===== src/rtl/picosoc_busdec.sv =====
// picosoc_busdec: address decoder between the picorv32 native bus master and
// up to eight slave regions. It registers the response, turns decode misses
// (and optional bus timeouts) into an all-ones error response, and keeps an
// error status / faulting-address register pair at ERR_ADDR / ERR_ADDR+4.
//
// Build option: define PICOSOC_BUSDEC_TIMEOUT_EN to include the bus-timeout
// counter and timeout error path. Without it a slave may stall forever.
//
// Handshake: the master holds m_valid (with stable addr/wdata/wstrb) until
// m_ready pulses for one cycle; dropping m_valid earlier aborts the access with
// no m_ready. Toward the slaves, s_valid[sel] stays high until s_ready[sel] is
// seen; s_ready bits of unselected slaves are ignored.
module picosoc_busdec #(
    parameter int                        NUM_SLAVES     = 4,
    parameter logic [32*NUM_SLAVES-1:0]  SLAVE_BASE     = {32'h0200_0000, 32'h0100_0000,
                                                           32'h0001_0000, 32'h0000_0000},
    parameter logic [32*NUM_SLAVES-1:0]  SLAVE_MASK     = {32'hFF00_0000, 32'hFF00_0000,
                                                           32'hFFFF_0000, 32'hFFFF_0000},
    parameter int                        TIMEOUT_CYCLES = 255,
    parameter logic [31:0]               ERR_ADDR       = 32'h03FF_FF00
) (
    input  logic                       clk,
    input  logic                       reset,
    input  logic                       m_valid,
    output logic                       m_ready,
    input  logic [31:0]                m_addr,
    input  logic [31:0]                m_wdata,
    input  logic [3:0]                 m_wstrb,
    output logic [31:0]                m_rdata,
    output logic [NUM_SLAVES-1:0]      s_valid,
    input  logic [NUM_SLAVES-1:0]      s_ready,
    input  logic [32*NUM_SLAVES-1:0]   s_rdata,
    output logic [31:0]                s_addr,
    output logic [31:0]                s_wdata,
    output logic [3:0]                 s_wstrb,
    output logic                       irq_buserr,
    output logic [1:0]                 dbg_state
);

    typedef enum logic [1:0] {
        ST_IDLE   = 2'd0,
        ST_ACTIVE = 2'd1,
        ST_RESP   = 2'd2
    } state_t;

    state_t      state_q, state_d;
    logic [2:0]  sel_q, sel_d;
    logic [31:0] rdata_q, rdata_d;
    logic [31:0] status_q, status_d;
    logic [31:0] fault_q, fault_d;
    logic        irq_q, irq_d;

    logic        hit;
    logic [2:0]  hit_idx;
    logic        sel_ready;
    logic [31:0] sel_rdata;
    logic        is_stat;
    logic        is_fault;
    logic        err_evt;
    logic        err_timeout;

`ifdef PICOSOC_BUSDEC_TIMEOUT_EN
    // Counter value seen in the last ACTIVE cycle a slave is allowed to stall.
    localparam logic [7:0] TO_LAST = 8'(TIMEOUT_CYCLES - 1);
    logic [7:0]  cnt_q, cnt_d;
`endif

    assign is_stat  = (m_addr == ERR_ADDR);
    assign is_fault = (m_addr == ERR_ADDR + 32'd4);

    // Address/data go to every slave unregistered; only s_valid is steered.
    assign s_addr     = m_addr;
    assign s_wdata    = m_wdata;
    assign s_wstrb    = m_wstrb;
    assign m_ready    = (state_q == ST_RESP);
    assign m_rdata    = rdata_q;
    assign irq_buserr = irq_q;
    assign dbg_state  = state_q;

    // Address compare; walking downward leaves the lowest hitting index.
    always_comb begin
        hit     = 1'b0;
        hit_idx = 3'd0;
        for (int i = NUM_SLAVES - 1; i >= 0; i--) begin
            if ((m_addr & SLAVE_MASK[32*i +: 32]) == SLAVE_BASE[32*i +: 32]) begin
                hit     = 1'b1;
                hit_idx = 3'(i);
            end
        end
    end

    // Pick out the selected slave's ready/data and drive its one-hot request.
    always_comb begin
        sel_ready = 1'b0;
        sel_rdata = '0;
        s_valid   = '0;
        for (int i = 0; i < NUM_SLAVES; i++) begin
            if (sel_q == 3'(i)) begin
                sel_ready  = s_ready[i];
                sel_rdata  = s_rdata[32*i +: 32];
                s_valid[i] = (state_q == ST_ACTIVE) && m_valid;
            end
        end
    end

    // Next-state, response data and error-register update.
    always_comb begin
        state_d     = state_q;
        sel_d       = sel_q;
        rdata_d     = rdata_q;
        status_d    = status_q;
        fault_d     = fault_q;
        irq_d       = 1'b0;
        err_evt     = 1'b0;
        err_timeout = 1'b0;
`ifdef PICOSOC_BUSDEC_TIMEOUT_EN
        cnt_d       = cnt_q;
`endif
        case (state_q)
            ST_IDLE: begin
                if (m_valid) begin
                    if (is_stat) begin
                        // Read returns the pre-clear value even on a clearing write.
                        rdata_d = status_q;
                        if (m_wstrb != 4'b0000) begin
                            status_d = '0;
                        end
                        state_d = ST_RESP;
                    end else if (is_fault) begin
                        rdata_d = fault_q;
                        state_d = ST_RESP;
                    end else if (hit) begin
                        sel_d   = hit_idx;
`ifdef PICOSOC_BUSDEC_TIMEOUT_EN
                        cnt_d   = '0;
`endif
                        state_d = ST_ACTIVE;
                    end else begin
                        rdata_d = '1;
                        err_evt = 1'b1;
                        state_d = ST_RESP;
                    end
                end
            end
            ST_ACTIVE: begin
                if (!m_valid) begin
                    state_d = ST_IDLE;
                end else if (sel_ready) begin
                    // A ready in the timeout cycle still wins.
                    rdata_d = sel_rdata;
                    state_d = ST_RESP;
`ifdef PICOSOC_BUSDEC_TIMEOUT_EN
                end else if (cnt_q == TO_LAST) begin
                    cnt_d       = cnt_q + 8'd1;
                    rdata_d     = '1;
                    err_evt     = 1'b1;
                    err_timeout = 1'b1;
                    state_d     = ST_RESP;
                end else begin
                    cnt_d = cnt_q + 8'd1;
`endif
                end
            end
            ST_RESP: begin
                state_d = ST_IDLE;
            end
            default: begin
                state_d = ST_IDLE;
            end
        endcase
        if (err_evt) begin
            status_d = {1'b1, err_timeout, 26'b0, 1'b1, (err_timeout ? sel_q : 3'b000)};
            fault_d  = m_addr;
            irq_d    = 1'b1;
        end
    end

    // State and datapath registers; reset clears everything at once.
    always_ff @(posedge clk or posedge reset) begin
        if (reset) begin
            state_q  <= ST_IDLE;
            sel_q    <= 3'd0;
            rdata_q  <= '0;
            status_q <= '0;
            fault_q  <= '0;
            irq_q    <= 1'b0;
`ifdef PICOSOC_BUSDEC_TIMEOUT_EN
            cnt_q    <= '0;
`endif
        end else begin
            assert (NUM_SLAVES >= 1 && NUM_SLAVES <= 8 &&
                    TIMEOUT_CYCLES >= 1 && TIMEOUT_CYCLES <= 255);
            state_q  <= state_d;
            sel_q    <= sel_d;
            rdata_q  <= rdata_d;
            status_q <= status_d;
            fault_q  <= fault_d;
            irq_q    <= irq_d;
`ifdef PICOSOC_BUSDEC_TIMEOUT_EN
            cnt_q    <= cnt_d;
`endif
        end
    end

endmodule


===== config.mk =====
export PLATFORM = sky130hd
export DESIGN_NAME = picosoc_busdec
export DESIGN_NICKNAME = d
export VERILOG_FILES = /design/src/rtl/picosoc_busdec.sv
export SDC_FILE = /design/constraint.sdc
export NUM_CORES = 1
export LEC_CHECK = 0
export BUFFER_PORTS_ARGS = -buffer_cell sky130_fd_sc_hd__buf_2
export CAP_MARGIN = 0
export CORE_AREA = 2 2 121 123
export CTS_BUF_LIST = sky130_fd_sc_hd__clkbuf_16
export CTS_CLUSTER_SIZE = 10
export DETAILED_ROUTE_END_ITERATION = 6
export DIE_AREA = 0 0 123 125
export HOLD_SLACK_MARGIN = 0.02
export PLACE_DENSITY_LB_ADDON = 0.2
export SYNTH_ARGS = -nofsm -noshare
export SYNTH_HDL_FRONTEND = slang
export SYNTH_SLANG_ARGS = --single-unit

===== constraint.sdc =====
create_clock -name clk -period 2.3 [get_ports clk]
set_input_delay 0.23 -clock clk [delete_from_list [all_inputs] [get_ports clk]]
set_output_delay 0.23 -clock clk [all_outputs]
set_load 0.02 [all_outputs]

; ---- After elaboration in Yosys (flattened, before gate mapping)
; Cells that the tools add are included.
[totals]
inputBits = 203
wordCells = 82
register_bits = 102
out_inout_bits = 108
[op_classes]
bitwise_logic = 2
n_mux = 45
eq_ne = 15
n_reduce_logical = 14
[op_table]
columns = cell, n
row1 = 32-bit 2-to-1 mux, 15
row2 = 32-bit by 26-bit equality test with 1-bit output (second input constant), 2
row3 = 32-bit one-hot mux with 2 select lines, 1
row4 = 32-bit logical NOT, 1
row5 = 1-bit 2-to-1 mux, 18
row6 = 2-bit 2-to-1 mux, 9
row7 = 16-bit by 1-bit equality test with 1-bit output (second input constant), 1
row8 = 5-bit AND reduction, 2
row9 = 2-bit nonzero test, 5
row10 = 8-bit by 1-bit equality test with 1-bit output (second input constant), 1
row11 = 8-bit by 2-bit equality test with 1-bit output (second input constant), 1
row12 = 3-bit by 2-bit equality test with 1-bit output (second input constant), 2
row13 = 2-bit != test (second input constant), 3
row14 = 4-bit != test (second input constant), 1
row15 = 2-bit one-hot mux with 2 select lines, 1
row16 = 4-bit AND reduction, 1
row17 = 4-bit nonzero test, 1
row18 = 3-bit by 1-bit equality test with 1-bit output (second input constant), 1
row19 = 3-bit logical NOT, 1
row20 = 3-bit 2-to-1 mux, 1
row21 = 3-bit != test (second input constant), 1
row22 = 2-bit by 1-bit equality test with 1-bit output (second input constant), 1
row23 = 2-bit equality test (second input constant), 1
row24 = 2-bit logical NOT, 1
row25 = other kinds (3), 4

; ---- Depth between registers and ports, before layout
[logic_depth]
word_depth = 12
mapped_depth = 7
ltp_nobuf = 6

; ---- Least setup slack after synthesis
; No wires, ideal clock.
[synth_path]
path_type = flip-flop to flip-flop
start = register sel_q[0]
end = register rdata_q[10] (netlist: m_rdata[10])
arrival_ps = 1701
path_stages_with_launch = 8
setup_time_ps = 145
required_time_ps = 2155
n_path_buf = 2
slack_ps = 454
period_less_slack_ps = 1846
path_cell_list = dfrtp_1 buf_2 mux4_2 nand2_1 inv_1 o21ai_2 clkbuf_1 a32oi_1
[synth_via]
elab_chain_len = 8
word_cells_on_any_way = 17
cone_classes = eq/ne (4) / mux (11) / reduce/logical (2)
[synth_lines]
columns = item, line
row1 = "start, declared", 47  ; logic [2:0] sel_q, sel_d;
row2 = "start signal, assigned", 194  ; sel_q <= sel_d;
row3 = 3-bit logical NOT, 98  ; if (sel_q == 3'(i)) begin
row4 = 32-bit 2-to-1 mux (4 in series), 98
row5 = 32-bit 2-to-1 mux, 148  ; end else if (sel_ready) begin
row6 = 32-bit 2-to-1 mux, 146  ; if (!m_valid) begin
row7 = 32-bit one-hot mux with 2 select lines, 119  ; case (state_q)
row8 = "end signal, assigned", 195  ; rdata_q <= rdata_d;
row9 = "end, declared", 48  ; logic [31:0] rdata_q, rdata_d;
; Several ways; a longest one is shown, not always the timed one. The select of a mux whose other input is x is not followed.
; A chain may end at the register's enable or synchronous reset.

; ---- Worst setup path after layout
[layout_path]
start = register state_q[0] (netlist: dbg_state[0])
end = output port s_valid[1]
[layout_via]
elab_chain_len = 3
[layout_lines]
columns = item, line
row1 = "start, declared", 46  ; state_t state_q, state_d;
row2 = "start signal, assigned", 193  ; state_q <= state_d;
row3 = 2-bit by 1-bit equality test with 1-bit output, 101  ; s_valid[i] = (state_q == ST_ACTIVE) && m_valid;
row4 = 1-bit logical AND, 101
row5 = 1-bit 2-to-1 mux, 98
row6 = "end, declared", 30  ; output logic [NUM_SLAVES-1:0] s_valid,
; No other way between the ends.

==> impl_metrics.yaml <==
routing:
  via_per_inst: 5.16
  drcViolationCount: 0
  drtIter0Drc: 136
  num_vias: 4034
  antenna_left: 0
  wirelength_um: 15200
  drt_first_pass_iters: 4
  post_drt_wl_per_cell_um: 19.5
clocking:
  cts_inserted_buffers: 9
  root_buffer: "clkbuf_16"
  cts_tree: "done"
  htree_levels: 3
  cts.clk_slew.worst_paths_ns: 0.06
  post_cts_resized: 0
  ctsLongestPathBuffers: 2
  insertion_delay_ns: 0.33
  cts.sinks: 70
critical_path:
  cp-start-kind: "flip-flop"
  path_class: "reg2out"
  arrival_ns: 1.78
  r2r_setup_slack_ns: 0.41
  endpoint_kind: "primary output"
  crit_fanout: 8
  reg2reg_from: "sel_q[0]"
  cp-startpoint: "dbg_state[0]"
  timing.rr.end: "m_rdata[13]"
  crit_required_ns: 2.07
  r2r_cells: 5
  endpoint: "s_valid[1]"
yosys:
  ys_ff_latch: 70
  ys_types: 40
  ys_seq_area_frac: 0.376
  synth_compound_area_frac: 0.141
  synthSimpleGateAreaFrac: 0.0586
  synth_mux_area_frac: 0.249
  yosysWarnings: 0
  async_flop_share: 1.00
  synth_ff_type: "dfrtp_1"
  synth_edf_count: 0
  synth_adder_area_share: 0
  synth_area_um2: 4650
  mappedNetlistNets: 618
  post_synth_xor_area_fraction: 0.00188
  synth_top_family_by_area: "multiplexers"
  synth_area_per_cell_um2: 11.2
  synth_cells: 415
grt:
  grt_max_degree: 40
  grt_pass1_vias: 4367
  grt_pass1_wl_um: 23000
  grtUsageTotal: 0.200
  grt_antenna_before_repair: 0
  grt_overflow_total: 0
flow_run:
  cap_viol_max_count: 0
pwr:
  p_leak_nw: 2.78
  power_density_nw_per_um2: 582
  ir_worst_vdd_mv: 0.280
finish:
  final_common_cell: "buf_2"
  final_cell_mix: "buf_2 (246), dfrtp_1 (68), inv_1 (35)"
  diodes: 0
  drive_above_1_share: 0.600
  multi_input_area_um2: 2120
  syn2layout_area_growth_pct: 27.4
  regArea_um2: 1750
  final_net_count: 797
  fillCellCount: 1416
timing:
  hold_slack_ns: 0.167
  slew_headroom: 0.588
  fin_skew_ns: 0.00381
  report.final.slew_viol_count: 0
  fmax_ghz: 0.497
  rsz0062_at_grt: "no"
  fin_crit_ns: 2.01
  min_period_over_period: 0.875
  finalHoldViolations: 0
  worstMarginPinSlew_ns: 0.617
  setup_tns_ns: 0
  setup_viol: 0
  worst_slack_ns: 0.288
floorplanning:
  io_pins: 311
  die_x_um: 123
  die_area_um2: 15400
  start_util: 0.328
  coreArea_um2: 14200
  rows: 44
  fp.dieH_um: 125
placement:
  gp_congestion: 0.786
  dpl.hpwl_um: 11600
  pre_cts_slack_ns: 0.0648
  io_buffers: 246
worst_hold_path:
  min_from: "m_addr[7]"
  hp-class: "in2reg"
run_status:
  status: "finished clean"
==> sequential cells by signal, summed over array words and instances (netlist names) <==
name	count
m_rdata	32
dbg_state	2
sel_q	2
fault_q	32
irq_buserr	1
status_q	1
==> kinds of logic after synthesis <==
| logic type | after synthesis |
|---|---|
| buf+inv | 133 |
| compound gates | 102 |
| mux | 70 |
| flops | 70 |
| simple gates | 39 |
| xor+xnor | 1 |
==> what timing repair did <==
| item | in CTS | in global routing |
|---|---|---|
| hold endpoints to repair | 31 | 0 |
| setup buffers | 0 | 0 |
| hold buffers | 1 | 0 |
==> worst max-delay path, cell delays in order, from the launching register on <==
cell,delay [ns]
dfrtp_1,0.55
inv_1,0.18
nor2_1,0.28
nand2_1,0.11
nor3_1,0.14
buf_2,0.19
==> report_power, final <==
group / total (W) / internal [W] / switching (W)
combinational: 0.000702 / 0.000372 / 0.000329
sequential: 0.00139 / 0.00133 / 0.0000559
clock: 0.00136 / 0.000829 / 0.000533
total: 0.00345 / 0.00253 / 0.000918
==> stage by stage <==
| step | instance area [um^2] | power, W | cells | util |
|---|---|---|---|---|
| after floorplan | 4650 | 0.00193 | 415 | - |
| after global placement | 5630 | 0.00211 | 766 | 0.396 |
| after detailed placement | 5630 | 0.00212 | 766 | 0.396 |
| after CTS | 5930 | 0.00350 | 782 | 0.417 |
| after global routing | 5930 | 0.00361 | 782 | 0.417 |
| final | 5930 | 0.00345 | 782 | 0.417 |
==> final cells by class <==
cell class | count | area share
Tap cell | 184 | 0.0388
Clock inverter | 6 | 0.0108
Clock buffer | 9 | 0.0380
Timing Repair Buffer | 265 | 0.236
Sequential cell | 70 | 0.296
Multi-Input combinational cell | 212 | 0.357
Inverter | 36 | 0.0230
==> routing by layer <==
layer | up-vias | share of wire | routed length (um) | track usage
li1 | 1826 | - | - | -
met1 | 1964 | 0.40 | 6080 | 0.238
met2 | 201 | 0.50 | 7580 | 0.346
met3 | 43 | 0.066 | 1010 | 0.0356
met4 | 0 | 0.036 | 547 | 0.0936
met5 | - | 0 | 0 | 0
==> synth_stat cells (2+ instances only) <==
cell | n | area [um^2]
o21ai_2 | 4 | 35.0
mux2i_1 | 2 | 20.0
nor4_1 | 3 | 18.8
a21oi_1 | 2 | 10.0
nor2b_1 | 2 | 12.5
nor3_1 | 5 | 25.0
inv_1 | 36 | 135
and4_1 | 3 | 26.3
nand3_1 | 2 | 10.0
nand2_1 | 4 | 15.0
buf_6 | 6 | 67.6
clkbuf_1 | 19 | 71.3
nor2_1 | 7 | 26.3
a31oi_1 | 4 | 25.0
buf_4 | 68 | 510
buf_2 | 4 | 20.0
o21ai_0 | 31 | 155
dfrtp_1 | 70 | 1750
mux4_2 | 33 | 743
a32oi_1 | 30 | 263
o21ai_1 | 27 | 135
mux2_2 | 34 | 383
nand2b_1 | 2 | 12.5
==> worst min-delay path by stage <==
stage                     cells after the start  slack, ns     endpoint
after floorplan                               1       0.36  fault_q[27]
after global placement                        2       0.31  m_rdata[10]
after detailed placement                      2       0.32  m_rdata[10]
after CTS                                     2       0.15   fault_q[7]
after global routing                          2       0.17  fault_q[21]
final                                         2       0.17   fault_q[7]
(Power assumes the default switching activity.)
